[src/rtl/game_timer_gen_if.sv]
// game_timer_gen_if
// Bundles the game-FSM controls and the display/expiry outputs of the round timer.
//   game, start, pause       : controls from the game FSM (master drives)
//   sec_ones, sec_tens       : BCD seconds digits
//   min_bcd                  : BCD minute digits, digit k at [4k+3:4k]
//   running, expired         : state levels
//   expire_pulse, tick       : one-cycle event strobes
interface game_timer_gen_if #(
    parameter int unsigned MIN_DIGITS = 1
);
    logic                    game;
    logic                    start;
    logic                    pause;
    logic [3:0]              sec_ones;
    logic [3:0]              sec_tens;
    logic [4*MIN_DIGITS-1:0] min_bcd;
    logic                    running;
    logic                    expired;
    logic                    expire_pulse;
    logic                    tick;

    modport master (
        output game, start, pause,
        input  sec_ones, sec_tens, min_bcd, running, expired, expire_pulse, tick
    );

    modport slave (
        input  game, start, pause,
        output sec_ones, sec_tens, min_bcd, running, expired, expire_pulse, tick
    );
endinterface

[src/rtl/game_timer_gen.sv]
// game_timer_gen
// Game-round timer with an internal 1 Hz prescaler producing BCD digits for the
// seven-segment decoders. Counts up from 00:00 to the limit, or down from the
// limit to 00:00, with pause, restart and expiry signalling.
//   Clock : system clock, rising edge
//   reset : synchronous, active-high clear
//   tmr   : game_timer_gen_if.slave (controls in, digits/status out)
module game_timer_gen #(
    parameter int unsigned TICKS_PER_SEC = 50_000_000,
    parameter int unsigned MIN_DIGITS    = 1,
    parameter int unsigned LIMIT_MIN     = 1,
    parameter int unsigned LIMIT_SEC     = 0,
    parameter bit          COUNT_DOWN    = 1'b0
) (
    input  logic            Clock,
    input  logic            reset,
    game_timer_gen_if.slave tmr
);
    localparam int unsigned PW = (TICKS_PER_SEC > 1) ? $clog2(TICKS_PER_SEC) : 1;
    localparam int unsigned MW = 4 * MIN_DIGITS;

    function automatic logic [MW-1:0] min_to_bcd(input int unsigned v);
        logic [MW-1:0] r;
        int unsigned   x;
        r = '0;
        x = v;
        for (int unsigned k = 0; k < MIN_DIGITS; k++) begin
            r[4*k +: 4] = 4'(x % 10);
            x = x / 10;
        end
        return r;
    endfunction

    localparam logic [MW-1:0] LIM_MINS = min_to_bcd(LIMIT_MIN);
    localparam logic [3:0]    LIM_ONES = 4'(LIMIT_SEC % 10);
    localparam logic [3:0]    LIM_TENS = 4'(LIMIT_SEC / 10);

    // Initial value loaded on start, and the value that ends the round.
    localparam logic [MW+7:0] LIMIT_VAL = {LIM_MINS, LIM_TENS, LIM_ONES};
    localparam logic [MW+7:0] INIT_VAL  = COUNT_DOWN ? LIMIT_VAL : '0;
    localparam logic [MW+7:0] TERM_VAL  = COUNT_DOWN ? '0 : LIMIT_VAL;

    localparam logic [PW-1:0] PRESC_LAST = PW'(TICKS_PER_SEC - 1);

    typedef enum logic [1:0] {IDLE, RUN, PAUSE, DONE} state_t;

    state_t        state, state_nxt;
    logic [PW-1:0] presc, presc_nxt;
    logic [3:0]    ones, ones_nxt;
    logic [3:0]    tens, tens_nxt;
    logic [MW-1:0] mins, mins_nxt;
    logic          run_flag, run_flag_nxt;
    logic          exp_flag, exp_flag_nxt;
    logic          exp_pulse, exp_pulse_nxt;
    logic          tick_flag, tick_flag_nxt;

    // One-second step of the digit chain (carry for up, borrow for down).
    logic [3:0]    step_ones;
    logic [3:0]    step_tens;
    logic [MW-1:0] step_mins;
    logic          carry;

    always_comb begin
        step_ones = ones;
        step_tens = tens;
        step_mins = mins;
        carry     = 1'b0;
        if (!COUNT_DOWN) begin
            if (ones != 4'd9) begin
                step_ones = ones + 4'd1;
            end else begin
                step_ones = '0;
                if (tens != 4'd5) begin
                    step_tens = tens + 4'd1;
                end else begin
                    step_tens = '0;
                    carry     = 1'b1;
                end
            end
            for (int unsigned k = 0; k < MIN_DIGITS; k++) begin
                if (carry) begin
                    if (mins[4*k +: 4] != 4'd9) begin
                        step_mins[4*k +: 4] = mins[4*k +: 4] + 4'd1;
                        carry = 1'b0;
                    end else begin
                        step_mins[4*k +: 4] = '0;
                    end
                end
            end
        end else begin
            if (ones != 4'd0) begin
                step_ones = ones - 4'd1;
            end else begin
                step_ones = 4'd9;
                if (tens != 4'd0) begin
                    step_tens = tens - 4'd1;
                end else begin
                    step_tens = 4'd5;
                    carry     = 1'b1;
                end
            end
            for (int unsigned k = 0; k < MIN_DIGITS; k++) begin
                if (carry) begin
                    if (mins[4*k +: 4] != 4'd0) begin
                        step_mins[4*k +: 4] = mins[4*k +: 4] - 4'd1;
                        carry = 1'b0;
                    end else begin
                        step_mins[4*k +: 4] = 4'd9;
                    end
                end
            end
        end
    end

    always_comb begin
        state_nxt     = state;
        presc_nxt     = presc;
        ones_nxt      = ones;
        tens_nxt      = tens;
        mins_nxt      = mins;
        tick_flag_nxt = 1'b0;
        exp_pulse_nxt = 1'b0;

        if (!tmr.game) begin
            state_nxt = IDLE;
            presc_nxt = '0;
            ones_nxt  = '0;
            tens_nxt  = '0;
            mins_nxt  = '0;
        end else if (tmr.start) begin
            state_nxt                       = RUN;
            presc_nxt                       = '0;
            {mins_nxt, tens_nxt, ones_nxt}  = INIT_VAL;
        end else begin
            case (state)
                // The edge that releases pause already counts, so a pause of
                // N cycles stretches the round by exactly N cycles.
                RUN, PAUSE: begin
                    if (tmr.pause) begin
                        state_nxt = PAUSE;
                    end else begin
                        state_nxt = RUN;
                        if (presc == PRESC_LAST) begin
                            presc_nxt     = '0;
                            ones_nxt      = step_ones;
                            tens_nxt      = step_tens;
                            mins_nxt      = step_mins;
                            tick_flag_nxt = 1'b1;
                            if ({step_mins, step_tens, step_ones} == TERM_VAL) begin
                                state_nxt     = DONE;
                                exp_pulse_nxt = 1'b1;
                            end
                        end else begin
                            presc_nxt = presc + PW'(1);
                        end
                    end
                end
                default: ;
            endcase
        end

        run_flag_nxt = (state_nxt == RUN);
        exp_flag_nxt = (state_nxt == DONE);
    end

    always_ff @(posedge Clock) begin
        if (reset) begin
            state     <= IDLE;
            presc     <= '0;
            ones      <= '0;
            tens      <= '0;
            mins      <= '0;
            run_flag  <= 1'b0;
            exp_flag  <= 1'b0;
            exp_pulse <= 1'b0;
            tick_flag <= 1'b0;
        end else begin
            state     <= state_nxt;
            presc     <= presc_nxt;
            ones      <= ones_nxt;
            tens      <= tens_nxt;
            mins      <= mins_nxt;
            run_flag  <= run_flag_nxt;
            exp_flag  <= exp_flag_nxt;
            exp_pulse <= exp_pulse_nxt;
            tick_flag <= tick_flag_nxt;
        end
    end

    assign tmr.sec_ones     = ones;
    assign tmr.sec_tens     = tens;
    assign tmr.min_bcd      = mins;
    assign tmr.running      = run_flag;
    assign tmr.expired      = exp_flag;
    assign tmr.expire_pulse = exp_pulse;
    assign tmr.tick         = tick_flag;
endmodule

[src/flat_wrapper.sv]
// flat-port wrapper written by rule: the top's interface ports become plain ports
module game_timer_gen_flat 
#(
    parameter int unsigned TICKS_PER_SEC = 50_000_000,
    parameter int unsigned MIN_DIGITS    = 1,
    parameter int unsigned LIMIT_MIN     = 1,
    parameter int unsigned LIMIT_SEC     = 0,
    parameter bit          COUNT_DOWN    = 1'b0
)
  (Clock, reset, tmr_game, tmr_start, tmr_pause, tmr_sec_ones, tmr_sec_tens, tmr_min_bcd, tmr_running, tmr_expired, tmr_expire_pulse, tmr_tick);
  game_timer_gen_if #(.MIN_DIGITS(MIN_DIGITS)) tmr_i ();
  input  logic Clock;
  input  logic reset;
  input wire logic [$bits(tmr_i.game)-1:0] tmr_game;
  input wire logic [$bits(tmr_i.start)-1:0] tmr_start;
  input wire logic [$bits(tmr_i.pause)-1:0] tmr_pause;
  output wire logic [$bits(tmr_i.sec_ones)-1:0] tmr_sec_ones;
  output wire logic [$bits(tmr_i.sec_tens)-1:0] tmr_sec_tens;
  output wire logic [$bits(tmr_i.min_bcd)-1:0] tmr_min_bcd;
  output wire logic [$bits(tmr_i.running)-1:0] tmr_running;
  output wire logic [$bits(tmr_i.expired)-1:0] tmr_expired;
  output wire logic [$bits(tmr_i.expire_pulse)-1:0] tmr_expire_pulse;
  output wire logic [$bits(tmr_i.tick)-1:0] tmr_tick;
  assign tmr_i.game = tmr_game;
  assign tmr_i.start = tmr_start;
  assign tmr_i.pause = tmr_pause;
  assign tmr_sec_ones = tmr_i.sec_ones;
  assign tmr_sec_tens = tmr_i.sec_tens;
  assign tmr_min_bcd = tmr_i.min_bcd;
  assign tmr_running = tmr_i.running;
  assign tmr_expired = tmr_i.expired;
  assign tmr_expire_pulse = tmr_i.expire_pulse;
  assign tmr_tick = tmr_i.tick;
  game_timer_gen #(.TICKS_PER_SEC(TICKS_PER_SEC), .MIN_DIGITS(MIN_DIGITS), .LIMIT_MIN(LIMIT_MIN), .LIMIT_SEC(LIMIT_SEC), .COUNT_DOWN(COUNT_DOWN)) u_core (.Clock(Clock), .reset(reset), .tmr(tmr_i));
endmodule
[config.mk]
export PLATFORM = sky130hd
export DESIGN_NAME = game_timer_gen_flat
export DESIGN_NICKNAME = d
export VERILOG_FILES = /design/src/rtl/game_timer_gen_if.sv /design/src/rtl/game_timer_gen.sv /design/src/flat_wrapper.sv
export SDC_FILE = /design/constraint.sdc
export NUM_CORES = 1
export LEC_CHECK = 0
export ABC_AREA = 1
export BUFFER_PORTS_ARGS = -buffer_cell sky130_fd_sc_hd__buf_2
export CORE_MARGIN = 2
export CORE_UTILIZATION = 40
export CTS_CLUSTER_DIAMETER = 50
export DETAILED_ROUTE_END_ITERATION = 8
export GPL_ROUTABILITY_DRIVEN = 0
export PLACE_DENSITY = 0.59
export SYNTH_ARGS = -nofsm -noshare
export SYNTH_HDL_FRONTEND = slang
export SYNTH_SLANG_ARGS = --single-unit
export TNS_END_PERCENT = 50
[constraint.sdc]
create_clock -name Clock -period 1.8 [get_ports Clock]
set_input_delay 0.18 -clock Clock [delete_from_list [all_inputs] [get_ports Clock]]
set_output_delay 0.18 -clock Clock [all_outputs]
set_load 0.01 [all_outputs]
; ---- Word level (Yosys, flattened, before mapping)
; Index checks and enable logic that the tools add are counted.
[totals]
register_bits = 44
in_bits = 5
wordCells = 48
[op_classes]
add_sub_neg = 4
eq_ne = 9
mux = 16
bitwise = 4
n_reduce_logical = 6
[ops]
columns = cell, count
row1 = "adder 26 x 1 -> 26 bit, second input constant", 1
row2 = "== test 26 bit, second input constant", 1
row3 = two-way mux 26 bit, 1
row4 = two-way mux 4 bit, 5
row5 = "adder 4 x 1 -> 4 bit, second input constant", 3
row6 = "== test 12 x 9 -> 1 bit, second input constant", 1
row7 = two-way mux 2 bit, 6
row8 = "!= test 4 bit, second input constant", 2
row9 = OR reduction 6 bit, 1
row10 = OR reduction 5 bit, 1
row11 = "== test 2 x 1 -> 1 bit, second input constant", 2
row12 = "== test 2 bit, second input constant", 2
row13 = two-way mux 1 bit, 4
row14 = "!= test 4 x 3 -> 1 bit, second input constant", 1
row15 = NOT 1 bit, 4
row16 = AND reduction 3 bit, 1
row17 = OR reduction 3 bit, 1
row18 = AND reduction 2 bit, 1
row19 = OR reduction 2 bit, 1

; ---- Longest topological paths before layout
[logic_depth]
word_depth = 12
depth_mapped = 14

; ---- Least setup slack after synthesis
; OpenSTA, ideal clock, no wires.
[synth_timing]
kind = register to register
from = register u_core.presc[0]
to = register u_core.ones[0], in the netlist u_core.tmr.sec_ones[0]
setup_time_ns = 0.120
t_arrival_ns = 1.402
path_slack_ns = 0.278
stages_incl_launch_ff = 14
cell_sequence = dfxtp_1 > ha_1 > nand2_1 > inv_1 > nand2_2 > inv_2 > nand2_2 > nor2_4 > nand2_2 > nand2_4 > inv_2 > buf_6 > nor2_1 > a21oi_1
[synth_via]
elab_chain_len = 2
[synth_rtl]
columns = item, line
row1 = start: declaration, game_timer_gen.sv:48  ; logic [PW-1:0] presc, presc_nxt;
row2 = start signal: assignment, game_timer_gen.sv:179  ; presc <= presc_nxt;
row3 = == test 26 bit, game_timer_gen.sv:143  ; if (presc == PRESC_LAST) begin
row4 = AND reduction 3 bit (no source line), -
row5 = end signal: assignment, game_timer_gen.sv:180  ; ones <= ones_nxt;
row6 = end: declaration, game_timer_gen.sv:49  ; logic [3:0] ones, ones_nxt;
; Every way passes these cells.
; A chain may end at the register's enable or synchronous reset.

; ---- Worst setup path after layout
[layout_timing]
from = register u_core.presc[0]
to = register u_core.presc[24]
[layout_via]
elab_chain_len = 2
word_cells_on_any_way = 3
cone_classes = add/sub: 1 / eq/ne: 1 / mux: 1
[layout_rtl]
columns = item, line
row1 = adder 26 x 1 -> 26 bit / == test 26 bit (equally long branches), "game_timer_gen.sv:154, game_timer_gen.sv:143"
row2 = two-way mux 26 bit (*), game_timer_gen.sv:143
; Mark *: on every way between the ends. The rest lies on a longest branch, timed or not.

==> impl_results.md <==
- Seq/Total Area, Yosys: 37.7%
- Initial core utilization: around two fifths
- DIE WIDTH: about 80 µm
- Number of core rows: 27
- Synthesized Nets: 353
- CP required: ~2.0 ns
- Primary FF master, synth: dfxtp_1
- Mean Syn Cell Area: 6.72 µm²
- Placed cells: about 440
- Fraction of registers with async set or reset after synthesis: 0%
- Post-Syn Area: 2330 µm²
- Boundary Pins: 21
- Routed wire length: roughly 4.8 mm
- Commonest non-fill, non-tap cell in the layout: nand2_1
- CP Capture Type: flop
- Period minus WS final: approximately 1.7 ns
- Drt drc: 0
- Post-synth cell types: 33
- Ys Warns: 0
- Synth area leaders: dfxtp_1 38%, nand2_1 15%, inv_1 7.1%, nor2_1 6.4%, nand3_1 3.4%
- DRT Pass-1 Iters: 4
- VDD IR max: 0.407 mV
- Count of mapped cells out of synthesis: 347
- Worst R2R Setup Slack: roughly 0.11 ns
- Final setup fails: 0
- Finished Layout Cells: around 450
- Fin crit share: 93.6%
- Max_cap viols: 0
- Fmax: just under 0.6 GHz
- Status: finished, final reports clean
- Total CTS buffers: 5
- Initial antenna violation count: 0
- RSZ-0062 raised after global routing: false
- Clock root cell: clkbuf_8
- Power per Cell Area: 622 nW/µm²
- Hold Path Class: in2reg
- Synthesis-stage register bit count: 44
- Total negative setup slack: 0 ns
- Crit Path Class: reg2reg
- DIE HEIGHT: 80.4 µm
- Via count: ~2100
- Worst-path maximum fanout: 5
- Setup WS post-layout: 0.115 ns
- Clk buf depth: 2
- Vias per cell: around 4.7
- First-pass GRT wire length: between 8 and 9 mm
- Clk_lat worst skew: just under 0.3 ns
- Leak pwr: approximately 1.1 nW
- Final Hold Viols: 0
- Slew margin rel.: between 70 and 80%
- Largest net degree at the start of global routing: 16
- Most frequent cells in the layout: 91 x nand2_1, 44 x inv_1, 40 x dfxtp_1, 39 x nor2_1, 20 x buf_2
- # hold bufs at CTS: 0
- Post-DP HPWL: around 3.6 mm
- Final Skew: roughly 0.0072 ns
- Synth area leader: dfxtp_1
- Nets@finish: roughly 380
- Grt total ovfl: 0
- Detail Route Antenna Nets: 0
- Worst EP arrival: 1.89 ns
- Vias in the first global route: approximately 1800
- Pre-CTS setup slack: 0.0932 ns
- Fin util: 47.6%
- Die ar.: between 6000 and 7000 µm²
- Area of the core: around 5600 µm²
- Input/output buffers: 20
- Layout area overhead: 13.8%
- EDFF count, synth: 0
- CTS tree: yes
- Yosys top cell area share: between 30 and 40%
- Ant. Diodes: 0
- Slew @ Worst Pin: about 0.35 ns
- Slew Limit Fails: 0
- Num Clock Sinks: 44
- CTS H-tree lvls: 2
- Filler Cell Count: a little under 600
- DR WL/cell: about 11 µm
- Initial DRC count: 85
- Worst-path clk slew: 0.09 ns
- Element type at the critical path start: flop
- GRT Total Usage: 15.7%
- Share of post-route cells with drive strength above 1: 21.4%
==> synth_stat cells (2+ instances only) <==
library cell and n:
nand2_1 91, dfxtp_1 44, inv_1 44, nor2_1 40, nand3_1 16, o21ai_1 14
a21oi_1 12, inv_2 12, nand2_2 10, nor3_1 8, nand4_1 6, nor2_4 6
o22ai_1 6, nor2_2 5, xor2_1 5, a31oi_1 3, o21ai_0 3, a22oi_1 2
buf_6 2, nor3_2 2, nor4_1 2, o21a_1 2, xnor2_1 2
==> flip-flops by register name, indices dropped and copies added (netlist names), 2 cells and up <==
signal	count
u_core.presc	26
u_core.tmr.min_bcd	4
u_core.tmr.sec_ones	4
u_core.tmr.sec_tens	4
u_core.state	2
==> worst paths after layout <==
kind / cells past startpoint / startpoint / end
worst min-delay path: 2 / reset / u_core.state[1]
worst max register to register: 12 / u_core.presc[0] / u_core.presc[24]
worst max-delay path: 12 / u_core.presc[0] / u_core.presc[24]
worst min register to register: 2 / u_core.presc[22] / u_core.presc[22]
==> per-layer routing <==
metal	vias up	GRT usage, %	part of all wire, %
met5	-	0	0
met4	0	5.59	1.0
met3	5	3.60	3.2
met2	23	24.6	43
met1	918	21.2	52
li1	1163	-	-
==> critical path, cell delays in order, from the launching register on <==
cell     delay, ns
dfxtp_1       0.38
ha_1          0.18
nand2_1       0.08
inv_1         0.07
nand2_2       0.08
nor2_4        0.13
nand2_2       0.07
nor2_4        0.15
nand2_2       0.10
nor2_4        0.11
nand2_2       0.07
o21ai_2       0.13
nor2_2        0.04
==> power by group <==
part,switching (mW),leakage (nW),total (mW),internal [mW]
clock,0.349,0.0479,0.620,0.271
sequential,0.00175,0.357,0.978,0.976
combinational,0.0346,0.672,0.0531,0.0186
total,0.386,1.08,1.65,1.27
==> repair_timing <==
action | in CTS | in global routing
buffers inserted | 0 | 2
gates resized for setup | 0 | 9
endpoints found under the setup margin | 0 | 7
==> per-stage QoR <==
stage / total power, mW / cell area, µm² / hold WS [ns]
after floorplan: 1.04 / 2330 / 0.252
after global placement: 1.05 / 2530 / 0.395
after detailed placement: 1.05 / 2530 / 0.387
after CTS: 1.67 / 2620 / 0.0686
after global routing: 1.72 / 2660 / 0.0701
final: 1.65 / 2660 / 0.0758
==> final cells by class <==
class / count / area, µm² / area share, %
tap: 72 / 90.1 / 3.39
multi-input combinational: 244 / 1230 / 46.2
timing repair buffer: 27 / 153 / 5.75
clock inverter: 3 / 18.8 / 0.707
clock buffer: 5 / 68.8 / 2.59
inverter: 56 / 213 / 8.01
sequential: 44 / 886 / 33.4
==> cells by family after synthesis <==
family | after synthesis | share of synthesized area, %
compound gates | 47 | 11.6
xor+xnor | 7 | 2.63
fa+ha+maj | 1 | 0.536
buf+inv | 59 | 10.2
flops | 44 | 37.7
simple gates | 189 | 37.3
(Power assumes the default switching activity.)
